`src/rtl/piso_pkg.sv`:
```
// Shared types and constants for the parallel-in, serial-out transmitter.
package piso_pkg;

  localparam int unsigned PISO_DEFAULT_WIDTH = 4;

  typedef enum logic [1:0] {
    IDLE   = 2'd0,
    SHIFT  = 2'd1,
    PARITY = 2'd2
  } piso_state_e;

endpackage

```
`src/rtl/piso_bit_counter.sv`:
```
// Bit counter for the serializer: clears on load, counts transfers, flags the last data bit.
module piso_bit_counter #(
  parameter int unsigned WIDTH = 4
) (
  input  logic clk,
  input  logic reset_n,
  input  logic clear,
  input  logic inc,
  output logic tc_c
);

  localparam int unsigned CW = $clog2(WIDTH);

  logic [CW-1:0] cnt;

  // Holds at WIDTH-1 once reached so the count never wraps before the next clear.
  always_ff @(posedge clk or negedge reset_n) begin
    if (!reset_n) begin
      cnt <= '0;
    end else if (clear) begin
      cnt <= '0;
    end else if (inc && !tc_c) begin
      cnt <= cnt + CW'(1);
    end
  end

  assign tc_c = (cnt == CW'(WIDTH - 1));

endmodule

```
`src/rtl/piso_serializer.sv`:
```
// Parallel-in, serial-out transmitter: MSB-first with valid/ready on both sides.
// Define PISO_PARITY_EN to append an even-parity bit after each word.
module piso_serializer
  import piso_pkg::*;
#(
  parameter int unsigned WIDTH = PISO_DEFAULT_WIDTH
) (
  input  logic             clk,
  input  logic             reset_n,
  input  logic [WIDTH-1:0] d,
  input  logic             load_valid,
  output logic             load_ready,
  output logic             serial_out,
  output logic             serial_valid,
  input  logic             serial_ready,
  output logic             done
);

  piso_state_e      state;
  logic [WIDTH-1:0] shreg;
  logic             cnt_clear;
  logic             cnt_inc;
  logic             last_bit_c;
`ifdef PISO_PARITY_EN
  logic             par;
`endif

  assign cnt_clear = (state == IDLE) && load_valid;
  assign cnt_inc   = (state == SHIFT) && serial_valid && serial_ready;

  piso_bit_counter #(.WIDTH(WIDTH)) u_cnt (
    .clk     (clk),
    .reset_n (reset_n),
    .clear   (cnt_clear),
    .inc     (cnt_inc),
    .tc_c    (last_bit_c)
  );

  // FSM, shift register and output registers; serial_out is preloaded with the next bit.
  always_ff @(posedge clk or negedge reset_n) begin
    if (!reset_n) begin
      state        <= IDLE;
      shreg        <= '0;
      serial_out   <= 1'b0;
      serial_valid <= 1'b0;
      load_ready   <= 1'b1;
      done         <= 1'b0;
`ifdef PISO_PARITY_EN
      par          <= 1'b0;
`endif
    end else begin
      done <= 1'b0;
      case (state)
        IDLE: begin
          if (load_valid) begin
            state        <= SHIFT;
            shreg        <= d;
            serial_out   <= d[WIDTH-1];
            serial_valid <= 1'b1;
            load_ready   <= 1'b0;
`ifdef PISO_PARITY_EN
            par          <= ^d;
`endif
          end
        end
        SHIFT: begin
          if (serial_ready) begin
            shreg <= {shreg[WIDTH-2:0], 1'b0};
            if (last_bit_c) begin
`ifdef PISO_PARITY_EN
              state        <= PARITY;
              serial_out   <= par;
`else
              state        <= IDLE;
              serial_out   <= 1'b0;
              serial_valid <= 1'b0;
              load_ready   <= 1'b1;
              done         <= 1'b1;
`endif
            end else begin
              serial_out <= shreg[WIDTH-2];
            end
          end
        end
`ifdef PISO_PARITY_EN
        PARITY: begin
          if (serial_ready) begin
            state        <= IDLE;
            serial_out   <= 1'b0;
            serial_valid <= 1'b0;
            load_ready   <= 1'b1;
            done         <= 1'b1;
          end
        end
`endif
        default: state <= IDLE;
      endcase
    end
  end

endmodule

```
`config.mk`:
```
export PLATFORM = sky130hd
export DESIGN_NAME = piso_serializer
export DESIGN_NICKNAME = d
export VERILOG_FILES = /design/src/rtl/piso_pkg.sv /design/src/rtl/piso_bit_counter.sv /design/src/rtl/piso_serializer.sv
export SDC_FILE = /design/constraint.sdc
export NUM_CORES = 1
export LEC_CHECK = 0
export CAP_MARGIN = 0
export CORE_AREA = 2 2 39 41
export CTS_CLUSTER_DIAMETER = 120
export DETAILED_ROUTE_END_ITERATION = 10
export DIE_AREA = 0 0 41 43
export GPL_TIMING_DRIVEN = 0
export PLACE_DENSITY = 0.56
export SYNTH_ARGS = -nofsm -noshare
export SYNTH_HDL_FRONTEND = slang
export SYNTH_SLANG_ARGS = --single-unit
```
`constraint.sdc`:
```
create_clock -name clk -period 1.35 [get_ports clk]
set_input_delay 0.135 -clock clk [delete_from_list [all_inputs] [get_ports clk]]
set_output_delay 0.135 -clock clk [all_outputs]
set_load 0.05 [all_outputs]
```
==> impl_metrics.csv <==
group,metric,value,unit
status,status,"finished, final reports clean",
synthesis,syn_inst,41,
detailed_routing,totalWireLength,807,µm
critical_path,critPathMaxStageDelay,0.53,ns
worst_hold_path,worstHoldStart,"serial_ready",
layout,mostFrequentLayoutCells,"dfrtp_1 (8), clkdlybuf4s50_1 (5)",
power,powerDensity,2130,nW/µm²
detailed_routing,vias,343,
global_route,gr-usage-all-layers,11.8,%
placement,gp_congestion,0.691,
synthesis,syn-cell-area,455,µm²
clock_tree,cts.path.max_buffers,2,
clock_tree,htree_levels,1,
power,leakage,0.266,nW
clock_tree,cts_buffers,3,
detailed_routing,first_pass_iters,3,
critical_path,cp_num_cells,1,
global_route,grt_overflow,0,
critical_path,crit_type,"flop to primary output",
worst_hold_path,worstHoldPathType,"input port to flop",
clock_tree,postCtsSetupBuffers,0,
global_route,grt_pass1_wl,1320,µm
detailed_routing,drc,0,
critical_path,worstSetupStartpointType,"flop",
floorplan,die_y,43,µm
detailed_routing,drtAntennaViolNets,0,
detailed_routing,via_per_inst,4.90,
floorplan,core-area,1380,µm²
synthesis,yosys.area_share.simple,18.1,%
floorplan,initial_utilization,32.9,%
critical_path,r2r-start,"u_cnt.cnt[0]",
critical_path,rrSetupSlack,0.12,ns
timing,drv_slew,0,
layout,nets,64,
layout,ff_latch_area,226,µm²
synthesis,synth_top_family_by_area,"simple AND/OR/NAND/NOR gates",
synthesis,ys_ff_latch,9,
timing,fmax,778,MHz
detailed_routing,drtIter0Drc,4,
timing,fin_worst_skew,0.00718,ns
synthesis,yosysSeqAreaShare,49.7,%
critical_path,crit_end,"load_ready",
placement,port_buffers,9,
critical_path,cp-end-kind,"primary output",
layout,final_layout_size_suffix_gt1_share,18.5,%
clock_tree,cts_tree,"yes",
clock_tree,clockRootBuffer,"clkbuf_4",
power,fin_total_pwr,1.25,mW
layout,multiInputGateArea,203,µm²
power,ir_worst_vdd,814,µV
critical_path,worstPathMaxFanout,2,
timing,setup_tns,0,ns
floorplan,die_w,41,µm
timing,slew_headroom,67.8,%
synthesis,synth_cell_types,22,
critical_path,startpoint,"load_ready",
timing,setup_viol,0,
critical_path,path_cells,"clkdlybuf4s15_2",
timing,period_minus_slack,1.29,ns
critical_path,worst_r2r_path_depth,4,
timing,rsz0062_at_grt,"false",
critical_path,cp_top_family,"flip-flops",
critical_path,cp.arrival,1.15,ns
clock_tree,clkSinkCount,9,
synthesis,synth.net_count,50,
detailed_routing,wl_per_cell,11.5,µm
critical_path,crit_path_top_delay_cell,"dfstp_2",
clock_tree,clk_latency,0.26,ns
synthesis,synth_mux_area_share,6.59,%
global_route,grt_max_degree,11,
layout,insertedDiodeCount,0,
timing,hold_viol,0,
floorplan,row_count,14,
flow_run,cap_violations,0,
floorplan,die_area,1760,µm²
synthesis,synth_adder_area_share,2.75,%
synthesis,syn_avg_cell_area,11.1,µm²
global_route,antenna_found_initial,0,
critical_path,timing.rr.end,"u_cnt.cnt[0]",
timing,finalCritPeriodShare,95.2,%
synthesis,yosys.area_share.xor_xnor,1.92,%
timing,worst_pin_slew,0.485,ns
layout,final_common_cell,"dfrtp_1",
synthesis,synth_compound_area_share,15.1,%
layout,fill_cells,131,
timing,hold_ws,0.101,ns
floorplan,boundaryPins,12,
critical_path,worstPathRequired,1.22,ns
global_route,grt_pass1_vias,314,
layout,area_delta_synth_final,28.6,%
clock_tree,path_clk_slew,0.06,ns
synthesis,yosysWarnings,0,
critical_path,worst-path-buf-inv,1,
==> state kept, by name, summed over array words and instances (netlist names) <==
register      flops
serial_out        1
u_cnt.cnt         2
shreg             3
serial_valid      1
load_ready        1
done              1
==> per-stage QoR <==
stage	area [µm²]	worst slack, ns	instances	util (%)
floorplan	455	0.182	41	-
global placement	566	-0.0848	66	40.9
detailed placement	566	-0.0832	66	40.9
CTS	591	0.0112	70	42.7
global route	586	0.0208	70	42.3
finish	586	0.0646	70	42.3
==> worst min path at each step <==
stage | cells after the start | end
6_report | 2 | shreg[0]
3_3_place_gp | 2 | shreg[0]
4_1_cts | 2 | shreg[0]
2_1_floorplan | 0 | done
5_1_grt | 2 | shreg[0]
3_5_place_dp | 2 | shreg[0]
==> power by group <==
part / switching (mW) / leakage [nW] / total [mW] / internal (mW)
Combinational: 0.330 / 0.142 / 0.570 / 0.240
Sequential: 0.0807 / 0.110 / 0.473 / 0.392
Clock: 0.0938 / 0.0150 / 0.208 / 0.114
Total: 0.505 / 0.266 / 1.25 / 0.745
==> layout make-up <==
class / count / area share [%]
flip-flops and latches: 9 / 38.7
multi-input cells: 29 / 34.6
repair buffers: 9 / 14.3
clock buffers: 4 / 4.49
plain buffers: 3 / 4.49
well taps: 16 / 3.42
==> cells by family after synthesis <==
group                    Yosys count
adder cells (fa/ha/maj)            1
AND/OR/NAND/NOR                   14
XOR/XNOR                           1
buffers and inverters              3
flip-flops                         9
AO/OA/AOI/OAI                     10
multiplexers                       3
==> what timing repair did <==
item | CTS | global route
resized for setup | 7 | 1
endpoints found under the setup margin | 4 | 1
hold buffers | 0 | 0
cloned | 0 | 0
==> synthesized netlist by cell type <==
cell type	n	area share (%)
dfrtp_1	8	44
a211oi_1	3	4.9
mux2i_1	3	6.6
nand2_1	3	2.5
nor2b_1	3	4.1
a21oi_1	2	2.2
buf_4	2	3.3
nand2b_1	2	2.7
nor2_1	2	1.6
a21o_1	1	1.6
a22o_1	1	1.9
a31oi_1	1	1.4
and3_1	1	1.4
buf_6	1	2.5
dfstp_2	1	5.8
ha_1	1	2.7
nand2b_4	1	3.0
nand3_1	1	1.1
nand3b_1	1	1.6
o211ai_1	1	1.6
o22ai_1	1	1.4
xnor2_1	1	1.9
==> per-layer routing <==
layer / GRT usage (%) / routed length, µm
met1: 14.6 / 375
met2: 15.0 / 354
met3: 7.85 / 67
met4: 6.00 / 10
met5: 0 / 0
Note: power is estimated with default switching activity, not from simulation.
